**src/rtl/sram_row_ctrl_pkg.sv**
```systemverilog
// Shared definitions for the SRAM row-fill controller: FSM states and
// the SRAM command encodings.
package sram_row_ctrl_pkg;

  typedef enum logic [1:0] {
    IDLE  = 2'd0,
    FILL  = 2'd1,
    DRAIN = 2'd2,
    DONE  = 2'd3
  } state_t;

  localparam logic SRAM_READ  = 1'b1;
  localparam logic SRAM_WRITE = 1'b0;
  localparam logic SRC_SDRAM  = 1'b1;
  localparam logic SRC_WB     = 1'b0;

endpackage

```
**src/rtl/sram_row_ctrl_fifo2.sv**
```systemverilog
// Two-entry output FIFO between the SRAM read return and the window buffer.
// A push into a full FIFO is accepted only when a pop happens in the same cycle.
module row_ctrl_fifo2 #(
  parameter int W = 32
) (
  input  logic         clk,
  input  logic         rst,
  input  logic         push,
  input  logic [W-1:0] push_data,
  input  logic         pop,
  output logic [W-1:0] head,
  output logic         valid,
  output logic [1:0]   count
);

  logic [W-1:0] mem [2];
  logic         wr_ptr;
  logic         rd_ptr;
  logic         do_push;
  logic         do_pop;

  assign valid   = (count != 2'd0);
  assign do_pop  = pop && valid;
  assign do_push = push && ((count != 2'd2) || do_pop);
  // Stale storage is never exposed while the FIFO is empty.
  assign head    = valid ? mem[rd_ptr] : '0;

  always_ff @(posedge clk) begin
    if (rst) begin
      wr_ptr <= 1'b0;
      rd_ptr <= 1'b0;
      count  <= 2'd0;
    end else begin
      if (do_push) wr_ptr <= ~wr_ptr;
      if (do_pop)  rd_ptr <= ~rd_ptr;
      count <= count + {1'b0, do_push} - {1'b0, do_pop};
    end
  end

  always_ff @(posedge clk) begin
    if (do_push && !rst) mem[wr_ptr] <= push_data;
  end

endmodule

```
**src/rtl/sram_row_ctrl.sv**
```systemverilog
// Fills one SRAM image row from the SDRAM word stream, then drains it back
// out to the window buffer in address order; alternates between two rows.
module sram_row_ctrl
  import sram_row_ctrl_pkg::*;
#(
  parameter int ROW_LEN = 640,
  parameter int ADDR_W  = 26
) (
  input  logic              clk,
  input  logic              rst,
  input  logic              start,
  input  logic [31:0]       sd_data,
  input  logic              sd_valid,
  output logic              sd_ready,
  output logic [ADDR_W-1:0] sram_address,
  output logic              sram_mode,
  output logic              sram_addr_calc_mode,
  output logic              sram_enable,
  output logic [31:0]       sram_wdata,
  input  logic [31:0]       sram_rdata,
  input  logic              sram_read_valid,
  output logic [31:0]       px_data,
  output logic              px_valid,
  input  logic              px_ready,
  output logic              busy,
  output logic              row_done,
  output logic              row_sel
);

  localparam int CW = $clog2(ROW_LEN + 1);
  localparam logic [CW-1:0] LEN  = CW'(ROW_LEN);
  localparam logic [CW-1:0] LAST = CW'(ROW_LEN - 1);

  state_t            state;
  logic [CW-1:0]     wr_cnt;
  logic [CW-1:0]     rd_cnt;
  logic [CW-1:0]     pop_cnt;
  logic              pending;
  logic              busy_q;
  logic              ready_q;
  logic              done_q;
  logic              sel_q;
  logic              accept;
  logic              issue;
  logic              pop;
  logic [2:0]        occ;
  logic [ADDR_W-1:0] row_base;
  logic              fifo_valid;
  logic [31:0]       fifo_head;
  logic [1:0]        fifo_count;
  logic              unused_read_valid;

  // Read returns are tracked by the pending flag, so the SRAM's own strobe is not needed.
  assign unused_read_valid = sram_read_valid;

  assign row_base = sel_q ? ADDR_W'(ROW_LEN) : '0;
  assign accept   = !rst && ready_q && sd_valid;
  assign pop      = !rst && fifo_valid && px_ready;
  // Counting the same-cycle pop lets the drain sustain one word per cycle.
  assign occ      = {1'b0, fifo_count} + {2'b0, pending} - {2'b0, pop};
  assign issue    = !rst && (state == DRAIN) && (rd_cnt < LEN) && (occ < 3'd2);

  row_ctrl_fifo2 #(.W(32)) u_fifo (
    .clk       (clk),
    .rst       (rst),
    .push      (pending),
    .push_data (sram_rdata),
    .pop       (pop),
    .head      (fifo_head),
    .valid     (fifo_valid),
    .count     (fifo_count)
  );

  always_ff @(posedge clk) begin
    if (rst) begin
      state   <= IDLE;
      wr_cnt  <= '0;
      rd_cnt  <= '0;
      pop_cnt <= '0;
      pending <= 1'b0;
      busy_q  <= 1'b0;
      ready_q <= 1'b0;
      done_q  <= 1'b0;
      sel_q   <= 1'b0;
    end else begin
      pending <= issue;
      done_q  <= 1'b0;
      case (state)
        IDLE: begin
          if (start) begin
            state   <= FILL;
            busy_q  <= 1'b1;
            ready_q <= 1'b1;
            wr_cnt  <= '0;
            rd_cnt  <= '0;
            pop_cnt <= '0;
          end
        end
        FILL: begin
          if (accept) begin
            wr_cnt <= wr_cnt + 1'b1;
            if (wr_cnt == LAST) begin
              state   <= DRAIN;
              ready_q <= 1'b0;
            end
          end
        end
        DRAIN: begin
          if (issue) rd_cnt <= rd_cnt + 1'b1;
          if (pop) begin
            pop_cnt <= pop_cnt + 1'b1;
            if (pop_cnt == LAST) begin
              state  <= DONE;
              done_q <= 1'b1;
            end
          end
        end
        DONE: begin
          sel_q  <= ~sel_q;
          busy_q <= 1'b0;
          state  <= IDLE;
        end
        default: state <= IDLE;
      endcase
    end
  end

  // Outputs are forced low for the whole time reset is held.
  assign sd_ready            = ready_q && !rst;
  assign busy                = busy_q && !rst;
  assign row_done            = done_q && !rst;
  assign row_sel             = sel_q && !rst;
  assign px_valid            = fifo_valid && !rst;
  assign px_data             = rst ? '0 : fifo_head;
  assign sram_enable         = accept || issue;
  assign sram_mode           = issue ? SRAM_READ : SRAM_WRITE;
  assign sram_addr_calc_mode = accept ? SRC_SDRAM : SRC_WB;
  assign sram_wdata          = accept ? sd_data : '0;
  assign sram_address        = accept ? (row_base + ADDR_W'(wr_cnt)) :
                               issue  ? (row_base + ADDR_W'(rd_cnt)) : '0;

endmodule

```
**config.mk**
```make
export PLATFORM = sky130hd
export DESIGN_NAME = sram_row_ctrl
export DESIGN_NICKNAME = d
export VERILOG_FILES = /design/src/rtl/sram_row_ctrl_pkg.sv /design/src/rtl/sram_row_ctrl_fifo2.sv /design/src/rtl/sram_row_ctrl.sv
export SDC_FILE = /design/constraint.sdc
export NUM_CORES = 1
export LEC_CHECK = 0
export CAP_MARGIN = 20
export CORE_UTILIZATION = 42
export CTS_BUF_LIST = sky130_fd_sc_hd__clkbuf_8 sky130_fd_sc_hd__clkbuf_16
export DETAILED_ROUTE_END_ITERATION = 10
export PLACE_DENSITY_LB_ADDON = 0.25
export SETUP_SLACK_MARGIN = 0.05
export SLEW_MARGIN = 30
export SYNTH_ARGS = -nofsm -noshare
export SYNTH_HDL_FRONTEND = slang
export SYNTH_SLANG_ARGS = --single-unit
```
**constraint.sdc**
```tcl
create_clock -name clk -period 4 [get_ports clk]
set_input_delay 0.8 -clock clk [delete_from_list [all_inputs] [get_ports clk]]
set_output_delay 0.8 -clock clk [all_outputs]
set_load 0.02 [all_outputs]
```
Word level (Yosys, flattened, before mapping) --
Memories as Yosys holds them, arrays and structs flattened. A register that Yosys moved wholly into a read port is not among the register bits. Index checks and enable logic that the tools add are counted.
Word-level totals: word-level logic and storage cells 100, output and inout port bits 98, RAM bits 64, memories 1, register bits 41, input port bits 70
Memory list:
- u_fifo.mem | depth 2, bits a word 32, rd ports 1, clocked after Yosys merged registers in 1, write ports 1, line sram_row_ctrl_fifo2.sv:16 | logic [W-1:0] mem [2];
Operators by class: magnitude comparators 2, bitwise gates (word level) 5, reduce and logical (&&, ||, !) cells 28, mux-type cells 31, equal/unequal tests 12, add/subtract/negate cells 9
Operators with widths (number):
- 32-bit two-way mux | 3
- 10-bit case mux with 2 select lines | 3
- 10-bit two-way mux | 5
- 10-bit by 1-bit adder with 10-bit output (second input constant) | 3
- 10-bit by 10-bit adder with 11-bit output | 2
- 11-bit two-way mux | 2
- 10-bit equality test (second input constant) | 2
- 1-bit logical AND | 13
- 2-bit != test (second input constant) | 6
- 10-bit less-than comparator (second input constant) | 1
- 1-bit two-way mux | 10
- 2-bit two-way mux | 5
- 3-bit AND reduction | 3
- 2-bit case mux with 4 select lines | 1
- 2-bit nonzero test | 4
- 1-bit NOT | 5
- 5-bit AND reduction | 1
- 2-bit equality test (second input constant) | 2
- 1-bit case mux with 2 select lines | 2
- 4-bit AND reduction | 1
- 2-bit by 1-bit adder with 3-bit output | 1
- 3-bit by 2-bit less-than comparator with 1-bit output (second input constant) | 1
- 3-bit OR reduction | 1
- 3-bit by 1-bit subtractor with 3-bit output | 1
- 8 further kinds | 9

Logic depth before layout (Yosys ltp) --
depth after elaboration 9, mapped depth 13, depth with buffers taken out 11

By module --
Synthesis repeated with hierarchy kept, for this count alone.
Second synthesis, totals: cell total of the unflattened synthesis 518, area, all modules 5451.5 µm²
Modules (own cells, without submodules):
- sram_row_ctrl | sequential area each 740.7 µm², cells an instance 357, area an instance 2803.9 µm², times used 1
- row_ctrl_fifo2 | sequential area each 2021.9 µm², cells an instance 161, area an instance 2647.5 µm², times used 1

Worst setup path after synthesis --
OpenSTA, ideal clock, no wires.
path kind input -> output, start input port rst, end output port sram_address[10], setup slack -0.376 ns, arrival 3.576 ns, data required time 3.200 ns, path buffers 2, stages 12, cell sequence clkbuf_1 > nand2b_1 > nor2_1 > ha_1 > nand2b_1 > fa_1 > nand3b_1 > or3_1 > clkbuf_1 > inv_2 > nand2_1 > o22ai_1
On the way: cells in the longest elaborated chain, start to end 8, elaborated cells on any way between the ends 12, those cells by class add/sub: 1; order compare: 1; mux: 2; reduce/logical: 8
Ends and longest elaborated chain:
- from (decl) | line sram_row_ctrl.sv:10 | input logic rst,
- 1-bit logical NOT (*) | line sram_row_ctrl.sv:57, sram_row_ctrl.sv:58, sram_row_ctrl.sv:61
- 1-bit logical AND (2 in series) | line sram_row_ctrl.sv:58 | assign pop = !rst && fifo_valid && px_ready;
- 3-bit by 1-bit subtractor with 3-bit output | line sram_row_ctrl.sv:60 | assign occ = {1'b0, fifo_count} + {2'b0, pending} - {2'b0, pop};
- 3-bit by 2-bit less-than comparator with 1-bit output | line sram_row_ctrl.sv:61 | assign issue = !rst && (state == DRAIN) && (rd_cnt < LEN) && (occ < 3'd2);
- 1-bit logical AND | line sram_row_ctrl.sv:61
- 11-bit two-way mux | line sram_row_ctrl.sv:140 | issue ? (row_base + ADDR_W'(rd_cnt)) : '0;
- 11-bit two-way mux (*) | line sram_row_ctrl.sv:139 | assign sram_address = accept ? (row_base + ADDR_W'(wr_cnt)) :
- to (decl) | line sram_row_ctrl.sv:15 | output logic [ADDR_W-1:0] sram_address,
Every way passes the cells marked *; elsewhere a longest branch is shown, timed or not.

Final worst setup path --
start input port rst, end output port sram_address[1]
The elaborated chain is that of the path after synthesis.

==> results.sh <==
export IMPL_use_met2=0.3669
export IMPL_grt_max_degree=34
export IMPL_fin_crit_ns=3.894
export IMPL_initial_utilization=0.4315
export IMPL_synth_xor_xnor_area_share=0.04032
export IMPL_criticalPathCategory="primary input to output port"
export IMPL_synthTopCellsByArea="edfxtp_1, dfxtp_1, mux2i_1"
export IMPL_fin_crit_sh=0.9734
export IMPL_synth_mux_area_fraction=0.06591
export IMPL_synth_cells=484
export IMPL_dp_hpwl_um=8908
export IMPL_start_kind="primary input"
export IMPL_ant_nets=0
export IMPL_drtIter0Drc=279
export IMPL_core_um2=12010
export IMPL_routed_wl_um=12710
export IMPL_avgSynthCellArea_um2=10.71
export IMPL_grt_pass1_vias=4179
export IMPL_maxCapViolCount=0
export IMPL_row_count=40
export IMPL_synth_compound_area_share=0.06857
export IMPL_viasPerCell=5.147
export IMPL_slew_violations=0
export IMPL_grt_antenna_before_repair=0
export IMPL_synth_seq_area_share=0.5331
export IMPL_drive_above_1_share=0.1550
export IMPL_die_y_um=113.1
export IMPL_synth_cell_area_um2=5182
export IMPL_status="finished, final reports clean"
export IMPL_critPathArrivalTime_ns=3.09
export IMPL_cts_sinks=106
export IMPL_maxSlewHeadroom=0.5742
export IMPL_fin_setup_tns_ns=0
export IMPL_required_ns=3.20
export IMPL_synth_warnings=0
export IMPL_final_cell_area_um2=7540
export IMPL_synth_fa_ha_area_frac=0.04249
export IMPL_clk_insertion_delay_late_ns=0.35
export IMPL_cts_tree="built"
export IMPL_final_util=0.6277
export IMPL_met1_usage=0.2385
export IMPL_track_usage=0.2024
export IMPL_critPathSlowestCell="fa_2"
export IMPL_clk_pin_slew_worst_paths_ns=0.07
export IMPL_cts_hold_buf=0
export IMPL_ir_drop_mv=0.1879
export IMPL_tightest_slew_ns=0.6344
export IMPL_grt_use_met3=0.03482
export IMPL_drc_errors=0
export IMPL_syn2layout_area_growth_pct=45.49
export IMPL_die_w_um=113.1
export IMPL_synthSimpleGateAreaFrac=0.2033
export IMPL_fin_ws_ns=0.1065
export IMPL_place_worst_setup_slack_ns=-0.8360
export IMPL_cts_htree_levels=3
export IMPL_cp_end_kind="output port"
export IMPL_fmax_mhz=256.8
export IMPL_dr_pass1_iters=4
export IMPL_vias=4210
export IMPL_p_leak_nw=2.809
export IMPL_setup_viol=0
export IMPL_synth_edf_count=64
export IMPL_place_gp_congestion=0.8740
export IMPL_total_power_mw=3.148
export IMPL_fin_nets=753
export IMPL_io_pins=168
export IMPL_pwr_density_cell_nw_per_um2=417.6
export IMPL_clock_skew_ns=0.005146
export IMPL_hold_viol=0
export IMPL_grt_pass1_wl_um=20180
export IMPL_detail_route_wl_per_cell_um=15.54
export IMPL_grt_busiest_layer="met2"
export IMPL_cts_max_path_buffers=2
export IMPL_synth_largest_area_cell="edfxtp_1"
export IMPL_cpPeakStageDelay_ns=0.52
export IMPL_synthTopCellsByCount="nor2_1, edfxtp_1, dfxtp_1, and2_1, mux2i_1"
export IMPL_ys_flop_type="edfxtp_1"
export IMPL_grt_setup_unrepaired="false"
export IMPL_yosysTopAreaCellShare=0.3708
export IMPL_crit_path_frequent_cell="buf_6"
export IMPL_yosysMostFrequentCell="nor2_1"
export IMPL_synth_top_family_by_area="simple AND/OR/NAND/NOR gates"
export IMPL_ys_ff_latch=106
export IMPL_hp_class="register to register"
export IMPL_async_flop_share=0
export IMPL_cts_buffers=9
export IMPL_netlist_cell_type_count=54
export IMPL_placed_cell_area_um2=7086
export IMPL_die_area_um2=12790
export IMPL_n_antenna_cell=0
export IMPL_grt_overflow_total=0
export IMPL_path_cells="buf_6 > nand2b_4 > nor2_4 > ha_4 > nand2b_4 > fa_2 > nand3b_1 > or3_4 > nor2_4 > buf_6 > a22o_4 > buf_6"
export IMPL_clock_root_buffer="clkbuf_16"
export IMPL_cp_max_fo=5
export IMPL_port_buffers=151
## repair_timing
item                       CTS  global route
hold endpoints to repair     0             0
setup endpoints to repair   13            17
pin swaps                    7            10
setup buffers               20             2
resized for setup           77             5
gates cloned                 1             0
## power breakdown
group	switching, mW	internal (mW)
combinational	0.590	0.448
sequential	0.0477	1.22
clock	0.413	0.433
total	1.05	2.10
## final cells by class
cell class | instances | area, um^2
Tap cell | 147 | 183.9
Inverter | 12 | 47.55
Fill cell | 982 | 4472
Clock inverter | 7 | 60.06
Multi-Input combinational cell | 344 | 2416
Sequential cell | 106 | 2764
Timing Repair Buffer | 193 | 1843
Clock buffer | 9 | 225.2
## cell families (layout without fill, tap and decap cells)
family	Yosys count	count (layout)
flops	106	106
buf+inv	48	221
fa+ha+maj	17	17
xor+xnor	23	23
compound gates	54	54
mux	34	34
simple gates	201	201
other cells	1	15
## sequential cells by signal, indices dropped and copies added (netlist names), 2 cells and up, named ones only
signal / flops
wr_cnt: 10
u_fifo.count: 2
rd_cnt: 10
pop_cnt: 10
state: 2
u_fifo.mem: 64
## cell usage in the layout (no fill, tap or decap), types with 8 or more instances in the layout
cell             count
conb_1              15
clkbuf_16            9
buf_4               39
nor3_1               8
a22o_4               9
xnor2_1             10
clkdlybuf4s50_1    136
mux2i_1             33
inv_1                9
nand4_1             12
a21oi_1             12
nand2_1             26
nand3_1             13
nor2_1              65
dfxtp_1             41
ha_1                15
edfxtp_1            64
and2_1              33
xor2_1              12
buf_6               12
## path summary, 6_finish.rpt
path / depth (start not counted) / end / slack, ns / from
max: 12 / sram_address[1] / 0.11 / rst
min: 2 / pop_cnt[0] / 0.49 / pop_cnt[0]
max reg2reg: 17 / rd_cnt[6] / 0.43 / u_fifo.count[0]
min reg2reg: 2 / pop_cnt[0] / 0.49 / pop_cnt[0]
## metrics by stage
step	hold slack (ns)	cells
after floorplan	0.4444	498
after global placement	0.4535	783
after detailed placement	0.4855	783
after CTS	0.4954	820
after global routing	0.5212	818
final	0.4946	818
## critical path, delay by kind of cell
kind            cells  cell delay [ns]
buf+inv             3             0.35
fa+ha+maj           2             0.74
simple gates        6             1.07
compound gates      1             0.12
## layer usage
metal,share of wire,wire length (um)
met4,0.017,214
met5,0,0
met2,0.52,6637
met3,0.043,543
met1,0.42,5312
Power figures use the tool's default switching activity.
